### src/rtl/regfile_sb.sv
// regfile_sb: general-purpose register file with scoreboard for the decode stage.
//   NUM_RD combinational read ports with write-to-read bypass, one write port,
//   one busy bit per register for RAW hazard detection, and a post-reset clear
//   sequencer that zeroes every register before ready_o rises.
//
// Ports
//   clk_i        clock, all state changes on the rising edge
//   rst_i        asynchronous active-high reset
//   ready_o      clear sequence done, block accepts traffic
//   we_i         write enable (writeback)
//   waddr_i      write address
//   wdata_i      write data
//   iss_valid_i  issue request, mark iss_addr_i as pending
//   iss_addr_i   destination register of the issuing instruction
//   iss_stall_o  issue refused this cycle; requester holds and retries
//   flush_i      clear all busy bits
//   re_i         read enable, one bit per port
//   raddr_i      read addresses, port i at [i*ADDR_W +: ADDR_W]
//   rdata_o      read data, port i at [i*DATA_W +: DATA_W]
//   rbusy_o      port i register has a pending producer
//
// state | meaning
// ------+-------------------------------------------------------------
// INIT  | clearing regs[clr_cnt], one register per cycle; traffic ignored
// RUN   | normal operation until the next reset

module regfile_sb #(
  parameter int DATA_W = 32,
  parameter int ADDR_W = 5,
  parameter int NUM_RD = 2
) (
  input  logic                       clk_i,
  input  logic                       rst_i,
  output logic                       ready_o,
  input  logic                       we_i,
  input  logic [ADDR_W-1:0]          waddr_i,
  input  logic [DATA_W-1:0]          wdata_i,
  input  logic                       iss_valid_i,
  input  logic [ADDR_W-1:0]          iss_addr_i,
  output logic                       iss_stall_o,
  input  logic                       flush_i,
  input  logic [NUM_RD-1:0]          re_i,
  input  logic [NUM_RD*ADDR_W-1:0]   raddr_i,
  output logic [NUM_RD*DATA_W-1:0]   rdata_o,
  output logic [NUM_RD-1:0]          rbusy_o
);

  localparam int NREG = 2 ** ADDR_W;
  localparam logic [ADDR_W-1:0] CNT_MAX = '1;
  localparam logic [ADDR_W-1:0] CNT_ONE = {{(ADDR_W-1){1'b0}}, 1'b1};
  localparam logic [ADDR_W-1:0] ADDR_ZERO = '0;

  typedef enum logic [0:0] {
    S_INIT = 1'b0,
    S_RUN  = 1'b1
  } state_t;

  state_t              state_q;
  logic [ADDR_W-1:0]   clr_cnt_q;
  logic                ready_q;
  logic [NREG-1:0]     busy_q;
  logic [NREG-1:0]     busy_d;
  logic [DATA_W-1:0]   regs_q [NREG];

  logic run;
  logic wr_en;
  logic iss_acc;

  assign run     = (state_q == S_RUN);
  assign ready_o = ready_q;
  assign wr_en   = run & we_i & (waddr_i != ADDR_ZERO);

  // A same-cycle write to the pending register releases the stall so the
  // requester can re-issue immediately; a flush always releases it.
  assign iss_stall_o = run & iss_valid_i & busy_q[iss_addr_i]
                     & ~(we_i & (waddr_i == iss_addr_i)) & ~flush_i;
  assign iss_acc     = run & iss_valid_i & ~iss_stall_o;

  // Order matters: write clears, then flush wipes everything, otherwise an
  // accepted issue sets (new producer wins over the retiring write).
  always_comb begin
    busy_d = busy_q;
    if (wr_en) begin
      busy_d[waddr_i] = 1'b0;
    end
    if (flush_i) begin
      busy_d = '0;
    end else if (iss_acc && (iss_addr_i != ADDR_ZERO)) begin
      busy_d[iss_addr_i] = 1'b1;
    end
  end

  always_ff @(posedge clk_i or posedge rst_i) begin
    if (rst_i) begin
      state_q   <= S_INIT;
      clr_cnt_q <= '0;
      ready_q   <= 1'b0;
      busy_q    <= '0;
    end else begin
      case (state_q)
        S_INIT: begin
          if (clr_cnt_q == CNT_MAX) begin
            state_q <= S_RUN;
            ready_q <= 1'b1;
          end else begin
            clr_cnt_q <= clr_cnt_q + CNT_ONE;
          end
        end
        S_RUN: begin
          busy_q <= busy_d;
        end
        default: begin
          state_q <= S_INIT;
        end
      endcase
    end
  end

  // Storage needs no reset: the INIT sweep zeroes it and reads are gated
  // to zero until the sweep completes.
  always_ff @(posedge clk_i) begin
    if (state_q == S_INIT) begin
      regs_q[clr_cnt_q] <= '0;
    end else if (wr_en) begin
      regs_q[waddr_i] <= wdata_i;
    end
  end

  always_comb begin
    logic [ADDR_W-1:0] ra;
    ra      = '0;
    rdata_o = '0;
    rbusy_o = '0;
    for (int i = 0; i < NUM_RD; i++) begin
      ra = raddr_i[i*ADDR_W +: ADDR_W];
      if (run && re_i[i] && (ra != ADDR_ZERO)) begin
        if (we_i && (waddr_i == ra)) begin
          rdata_o[i*DATA_W +: DATA_W] = wdata_i;
        end else begin
          rdata_o[i*DATA_W +: DATA_W] = regs_q[ra];
          rbusy_o[i]                  = busy_q[ra];
        end
      end
    end
  end

endmodule
### config.mk
export PLATFORM = sky130hd
export DESIGN_NAME = regfile_sb
export DESIGN_NICKNAME = d
export VERILOG_FILES = /design/src/rtl/regfile_sb.sv
export SDC_FILE = /design/constraint.sdc
export NUM_CORES = 1
export LEC_CHECK = 0
export ABC_AREA = 0
export CAP_MARGIN = 20
export CELL_PAD_IN_SITES_DETAIL_PLACEMENT = 1
export CELL_PAD_IN_SITES_GLOBAL_PLACEMENT = 1
export CORE_UTILIZATION = 50
export CTS_CLUSTER_SIZE = 30
export DETAILED_ROUTE_END_ITERATION = 16
export GPL_ROUTABILITY_DRIVEN = 0
export GPL_TIMING_DRIVEN = 1
export PLACE_DENSITY_LB_ADDON = 0.1
export SETUP_SLACK_MARGIN = 0.05
export SKIP_CTS_REPAIR_TIMING = 1
export SLEW_MARGIN = 40
export SYNTH_ARGS = -nofsm -noshare
export SYNTH_HDL_FRONTEND = slang
export SYNTH_SLANG_ARGS = --single-unit
### constraint.sdc
create_clock -name clk_i -period 4.7 [get_ports clk_i]
set_input_delay 0.705 -clock clk_i [delete_from_list [all_inputs] [get_ports clk_i]]
set_output_delay 0.705 -clock clk_i [all_outputs]
set_load 0.01 [all_outputs]
==> results of run 1 <==
==> worst max-delay path by stage <==
stage,slack [ns],endpoint,from,cells past startpoint
3_3_place_gp,-0.08,rdata_o[35],raddr_i[7],9
5_1_grt,0.27,rdata_o[29],raddr_i[0],8
4_1_cts,0.37,rdata_o[29],raddr_i[0],8
6_report,0.26,rdata_o[18],raddr_i[3],7
2_1_floorplan,0.85,regs_q[12][0]$_DFFE_PP_,waddr_i[2],8
3_5_place_dp,0.37,rdata_o[29],raddr_i[0],8
==> worst max-delay path: stages <==
cell	delay (ns)
buf_4	0.19
or3b_2	0.81
buf_4	0.33
o221ai_1	0.24
a221oi_1	0.10
o31ai_1	0.66
clkdlybuf4s50_1	0.68
==> cells by family (layout without fill, tap and decap cells) <==
group / after synthesis / after routing / synth area share, %
flip-flops: 1063 / 1063 / 62.1
XOR/XNOR: 18 / 18 / 0.309
buffers and inverters: 252 / 553 / 2.34
adder cells (fa/ha/maj): 2 / 2 / 0.0490
AND/OR/NAND/NOR: 249 / 249 / 2.45
AO/OA/AOI/OAI: 530 / 530 / 7.62
other: 0 / 2 / 0
multiplexers: 732 / 732 / 25.1
==> state kept, by name (all words and copies together), names as in the netlist <==
| signal | cells |
|---|---|
| busy_q | 32 |
| clr_cnt_q | 5 |
| ready_o | 1 |
| regs_q | 1024 |
| run | 1 |
==> cells in the mapped netlist (all sizes together), types with 2 or more instances <==
| master | count |
|---|---|
| clkbuf | 119 |
| dfrtp | 39 |
| and3b | 2 |
| nand2 | 65 |
| nor2 | 52 |
| and2 | 33 |
| mux2 | 53 |
| a211o | 14 |
| nand2b | 11 |
| nor4b | 4 |
| edfxtp | 1024 |
| nand3 | 39 |
| mux4 | 433 |
| nor4 | 2 |
| o221ai | 27 |
| or3b | 2 |
| a31oi | 6 |
| a21oi | 67 |
| or3 | 2 |
| a221o | 7 |
| o41ai | 7 |
| a221oi | 98 |
| a211oi | 6 |
| nor2b | 6 |
| inv | 10 |
| o211ai | 2 |
| nand4 | 5 |
| a21o | 16 |
| o21bai | 5 |
| nor4bb | 2 |
| o22ai | 39 |
| a22oi | 68 |
| and3 | 3 |
| nor3 | 11 |
| ha | 2 |
| buf | 122 |
| o21ai | 84 |
| o31ai | 35 |
| a32o | 43 |
| xnor2 | 17 |
| nand3b | 3 |
| mux2i | 246 |
| nor3b | 5 |
==> layer usage <==
layer / GRT usage [%] / up-vias / part of all wire [%]
li1: - / 12700 / -
met1: 46.9 / 17700 / 38
met2: 55.5 / 2094 / 48
met3: 6.18 / 466 / 9.3
met4: 15.1 / 0 / 4.4
met5: 0 / - / 0
==> cell type report <==
cell class,instances,area [um^2]
fillers,8745,41500
inverters,11,41.3
repair buffers,330,3450
flip-flops and latches,1063,31700
multi-input cells,1531,18500
well taps,1357,1700
clock buffers,133,2960
clock inverters,79,633
diodes,2,5.00
==> where the power goes <==
part | switching, mW | internal, mW | leakage (nW)
registers | 0.0115 | 10.4 | 11.1
clock network | 3.86 | 4.92 | 1.76
logic | 1.18 | 0.778 | 7.79
total | 5.05 | 16.1 | 20.7
==> qor.yml, run 1 <==
status:
  status: "completed"
global_route:
  grt_max_degree: 106
  antenna_found_initial: 2
  grt_pass1_wl_mm: 252
  gr-total-overflow: 0
  grt_pass1_vias: 33900
  track_usage_pct: 34.7
setup_path:
  worst-r2r-cell-count: 5
  timing.rr.end: "regs_q[3][5]$_DFFE_PP_"
  timing.rr.start: "run$_DFF_PP0_"
  worstSetupStartpointType: "primary input"
  crit_arrival_ns: 3.74
  cp.required_ns: 3.99
  regToRegSetupSlack_ns: 1.29
  crit_type: "primary input to output pin"
  crit_path_end_kind: "output pin"
  crit_fanout: 16
power:
  ir_drop_uv: 329
  power_density_mw_per_mm2: 359
  power_mw: 21.2
  power_leakage_nw: 20.7
logic_synthesis:
  yosysTopAreaCell: "edfxtp_1"
  async_reset_ff_share_pct: 3.67
  synth.area.top_cells: "edfxtp_1 60%, mux4_2 19%, mux2i_1 4.8%"
  yosysSeqAreaShare_pct: 62.1
  synth_top_area_share_pct: 60.2
  synth_nets: 2907
  synth_warnings: 0
  synth.avg_cell_area_um2: 17.9
  ys.flop_type: "edfxtp_1"
  synth_area_mm2: 0.0511
  ys_types: 61
  syn_inst: 2846
  synth-edff-count: 1024
  yosys_register_bits: 1063
finish:
  layoutNonFillerInstCount: 4506
  final_common_cell: "edfxtp_1"
  fin_util_pct: 58.7
  drive_gt1_share_pct: 30.1
  postLayoutCellArea_mm2: 0.0590
  nets: 3111
  mostFrequentLayoutCells: "1024 x edfxtp_1, 433 x mux4_2, 246 x mux2i_1"
  area_growth_pct: 15.6
die:
  pin_count: 127
  fp.dieH_um: 322
  rows: 116
  start_util_pct: 50.8
  die_w_um: 322
  core_area_mm2: 0.101
  design.die.area_mm2: 0.103
placement:
  portBuffers: 126
  placed_area_mm2: 0.0554
  pre_cts_slack_ns: 0.374
  dp.cells: 4291
  hpwl_mm: 106
cts:
  clkTransAtPathRegs_ns: 0.06
  cts_buffers: 113
  clock_latency_ns: 0.72
  cts.sinks: 1063
  cts_tree: "done"
  htree_levels: 3
  cts_buffer_depth: 3
  root_buffer: "clkbuf_16"
timing:
  min_period_over_period_pct: 94.5
  max_slew.worst_pin.slew_ns: 0.902
  slew_viol_final: 0
  fin_ws_ns: 0.259
  skew_ns: 0.0280
  whs_ns: 0.440
  setup_tns_ns: 0
  fin_crit_ns: 4.44
  rsz0062_at_grt: "false"
  slew_headroom_pct: 39.8
  setup_viol: 0
  fmax_mhz: 225
  hold_viol_final: 0
run:
  max_cap_viol_count: 0
route:
  routed_wl_mm: 178
  firstDrtPassIters: 5
  ant_nets: 0
  drt_first_iter_violations: 4559
  wl_per_cell_um: 39.6
  drt-vias-per-instance: 7.31
  drc: 0
  num_vias: 32900
min_path:
  hold_path.class: "primary input to async pin"
No activity file was read; power rests on OpenSTA's default activity.
==> inputs of run 2 (changes only) <==
--- a/config.mk
+++ b/config.mk
@@ -10,9 +10,9 @@
 export CELL_PAD_IN_SITES_DETAIL_PLACEMENT = 1
 export CELL_PAD_IN_SITES_GLOBAL_PLACEMENT = 1
 export CORE_UTILIZATION = 50
+export CTS_BUF_LIST = sky130_fd_sc_hd__clkbuf_8 sky130_fd_sc_hd__clkbuf_16
 export CTS_CLUSTER_SIZE = 30
 export DETAILED_ROUTE_END_ITERATION = 16
-export GPL_ROUTABILITY_DRIVEN = 0
 export GPL_TIMING_DRIVEN = 1
 export PLACE_DENSITY_LB_ADDON = 0.1
 export SETUP_SLACK_MARGIN = 0.05
==> run 2 against run 1 <==
Critical path depth unchanged. Total power is 0.19% lower. Cell area did not move. Global-route usage barely moved. Hold slack about the same. Via count fell by 0.48%. Utilization unchanged. Sequential share of layout area unchanged. Setup slack better by 0.018 ns. Clock skew decreased by 0.0021 ns. First-iteration DRC count stayed put. Non-clock buffer count did not move. Critical path type unchanged. Critical endpoint unchanged. Largest cell class unchanged.
==> qor.yml, run 2 (synthesized netlist as in run 1, its figures left out) <==
timing:
  whs_ns: 0.441
  setup_viol: 0
  slew_headroom_pct: 39.7
  rsz0062_at_grt: "false"
  min_period_over_period_pct: 94.1
  fin_crit_ns: 4.42
  fmax_mhz: 226
  slew_viol_final: 0
  max_slew.worst_pin.slew_ns: 0.905
  skew_ns: 0.0259
  setup_tns_ns: 0
  fin_ws_ns: 0.277
  hold_viol_final: 0
cts:
  clkTransAtPathRegs_ns: 0.06
  clock_latency_ns: 0.71
  cts.sinks: 1063
  root_buffer: "clkbuf_16"
  cts_buffer_depth: 3
  htree_levels: 3
  cts_buffers: 113
  cts_tree: "done"
die:
  fp.dieH_um: 322
  die_w_um: 322
  start_util_pct: 50.8
  pin_count: 127
  core_area_mm2: 0.101
  design.die.area_mm2: 0.103
  rows: 116
global_route:
  track_usage_pct: 34.7
  grt_pass1_wl_mm: 252
  grt_max_degree: 106
  gr-total-overflow: 0
  grt_pass1_vias: 33900
  antenna_found_initial: 2
placement:
  pre_cts_slack_ns: 0.374
  portBuffers: 126
  hpwl_mm: 106
  dp.cells: 4291
  gp_congestion: 0.843
finish:
  regArea_mm2: 0.0317
  layoutNonFillerInstCount: 4506
  final.fill_count: 8745
  final_common_cell: "edfxtp_1"
  multiInputGateArea_mm2: 0.0185
  nets: 3111
  largest_reg_flops: 1024
  drive_gt1_share_pct: 30.1
  regMostFlops: "regs_q"
  area_growth_pct: 15.6
  top_regs: "regs_q x1024, busy_q x32, clr_cnt_q x5"
  mostFrequentLayoutCells: "1024 x edfxtp_1, 433 x mux4_2, 246 x mux2i_1"
min_path:
  hold_path.class: "primary input to async pin"
setup_path:
  timing.rr.end: "regs_q[3][5]$_DFFE_PP_"
  worstSetupStartpointType: "primary input"
  crit_path_end_kind: "output pin"
  timing.rr.start: "run$_DFF_PP0_"
  crit_fanout: 16
  crit_arrival_ns: 3.72
  worst-r2r-cell-count: 5
  cp.required_ns: 3.99
  regToRegSetupSlack_ns: 1.32
  crit_type: "primary input to output pin"
route:
  ant_nets: 0
  drt_first_iter_violations: 4559
  wl_per_cell_um: 39.5
  routed_wl_mm: 178
  firstDrtPassIters: 6
  drt-vias-per-instance: 7.27
  drc: 0
  num_vias: 32800
power:
  power_mw: 21.1
  power_switching_mw: 5.05
  seqPwrFrac_pct: 49.4
  combPwrFrac_pct: 9.3
  power_leakage_nw: 20.8
  ir_drop_uv: 329
  p_clk_share_pct: 41.4
  swShare_pct: 23.9
  internal-power_mw: 16.1
  power_density_mw_per_mm2: 358
status:
  status: "completed"
run:
  max_cap_viol_count: 0
## run 2: worst max-delay path: stages
cell             delay (ns)
buf_4                  0.19
or3b_2                 0.81
buf_4                  0.33
o221ai_1               0.24
a221oi_1               0.10
o31ai_1                0.64
clkdlybuf4s50_1        0.68
## run 2: worst max-delay path by stage
stage,from,endpoint,slack [ns],cells after the start
after detailed placement,raddr_i[0],rdata_o[29],0.37,8
after global routing,raddr_i[0],rdata_o[29],0.27,8
after global placement,raddr_i[7],rdata_o[35],-0.08,9
after floorplan,waddr_i[2],regs_q[12][0]$_DFFE_PP_,0.85,8
after CTS,raddr_i[0],rdata_o[29],0.37,8
final,raddr_i[3],rdata_o[18],0.28,7
## run 2: layout make-up
cell class | instances | share of cell area, %
Antenna cell | 2 | 0.00848
Clock buffer | 116 | 4.90
Clock inverter | 96 | 1.18
Inverter | 11 | 0.0699
Multi-Input combinational cell | 1531 | 31.4
Sequential cell | 1063 | 53.7
Tap cell | 1357 | 2.88
Timing Repair Buffer | 330 | 5.84
## run 2: metrics by stage
stage          util, %  area [um^2]
3_3_place_gp      54.9        55300
4_1_cts           58.6        59000
2_1_floorplan        -        51100
6_report          58.7        59000
5_1_grt           58.7        59000
3_5_place_dp      55.1        55400
## run 2: layer usage
| metal | vias to the layer above | GRT usage (%) | share of wire (%) | routed length (um) |
|---|---|---|---|---|
| met4 | 0 | 15.1 | 4.5 | 7940 |
| met2 | 2017 | 55.5 | 48 | 86300 |
| met3 | 457 | 6.18 | 9.2 | 16400 |
| met1 | 17600 | 46.9 | 38 | 67500 |
| li1 | 12700 | - | - | - |
| met5 | - | 0 | 0 | 0 |
## run 2: power groups by stage
| stage | Sequential (mW) | Combinational, mW | Clock, mW |
|---|---|---|---|
| after floorplan | 10.6 | 1.11 | 0 |
| after global placement | 10.6 | 1.89 | 0 |
| after detailed placement | 10.6 | 1.94 | 0 |
| after CTS | 10.4 | 1.95 | 8.82 |
| after global routing | 10.4 | 2.04 | 9.12 |
| final | 10.4 | 1.96 | 8.74 |
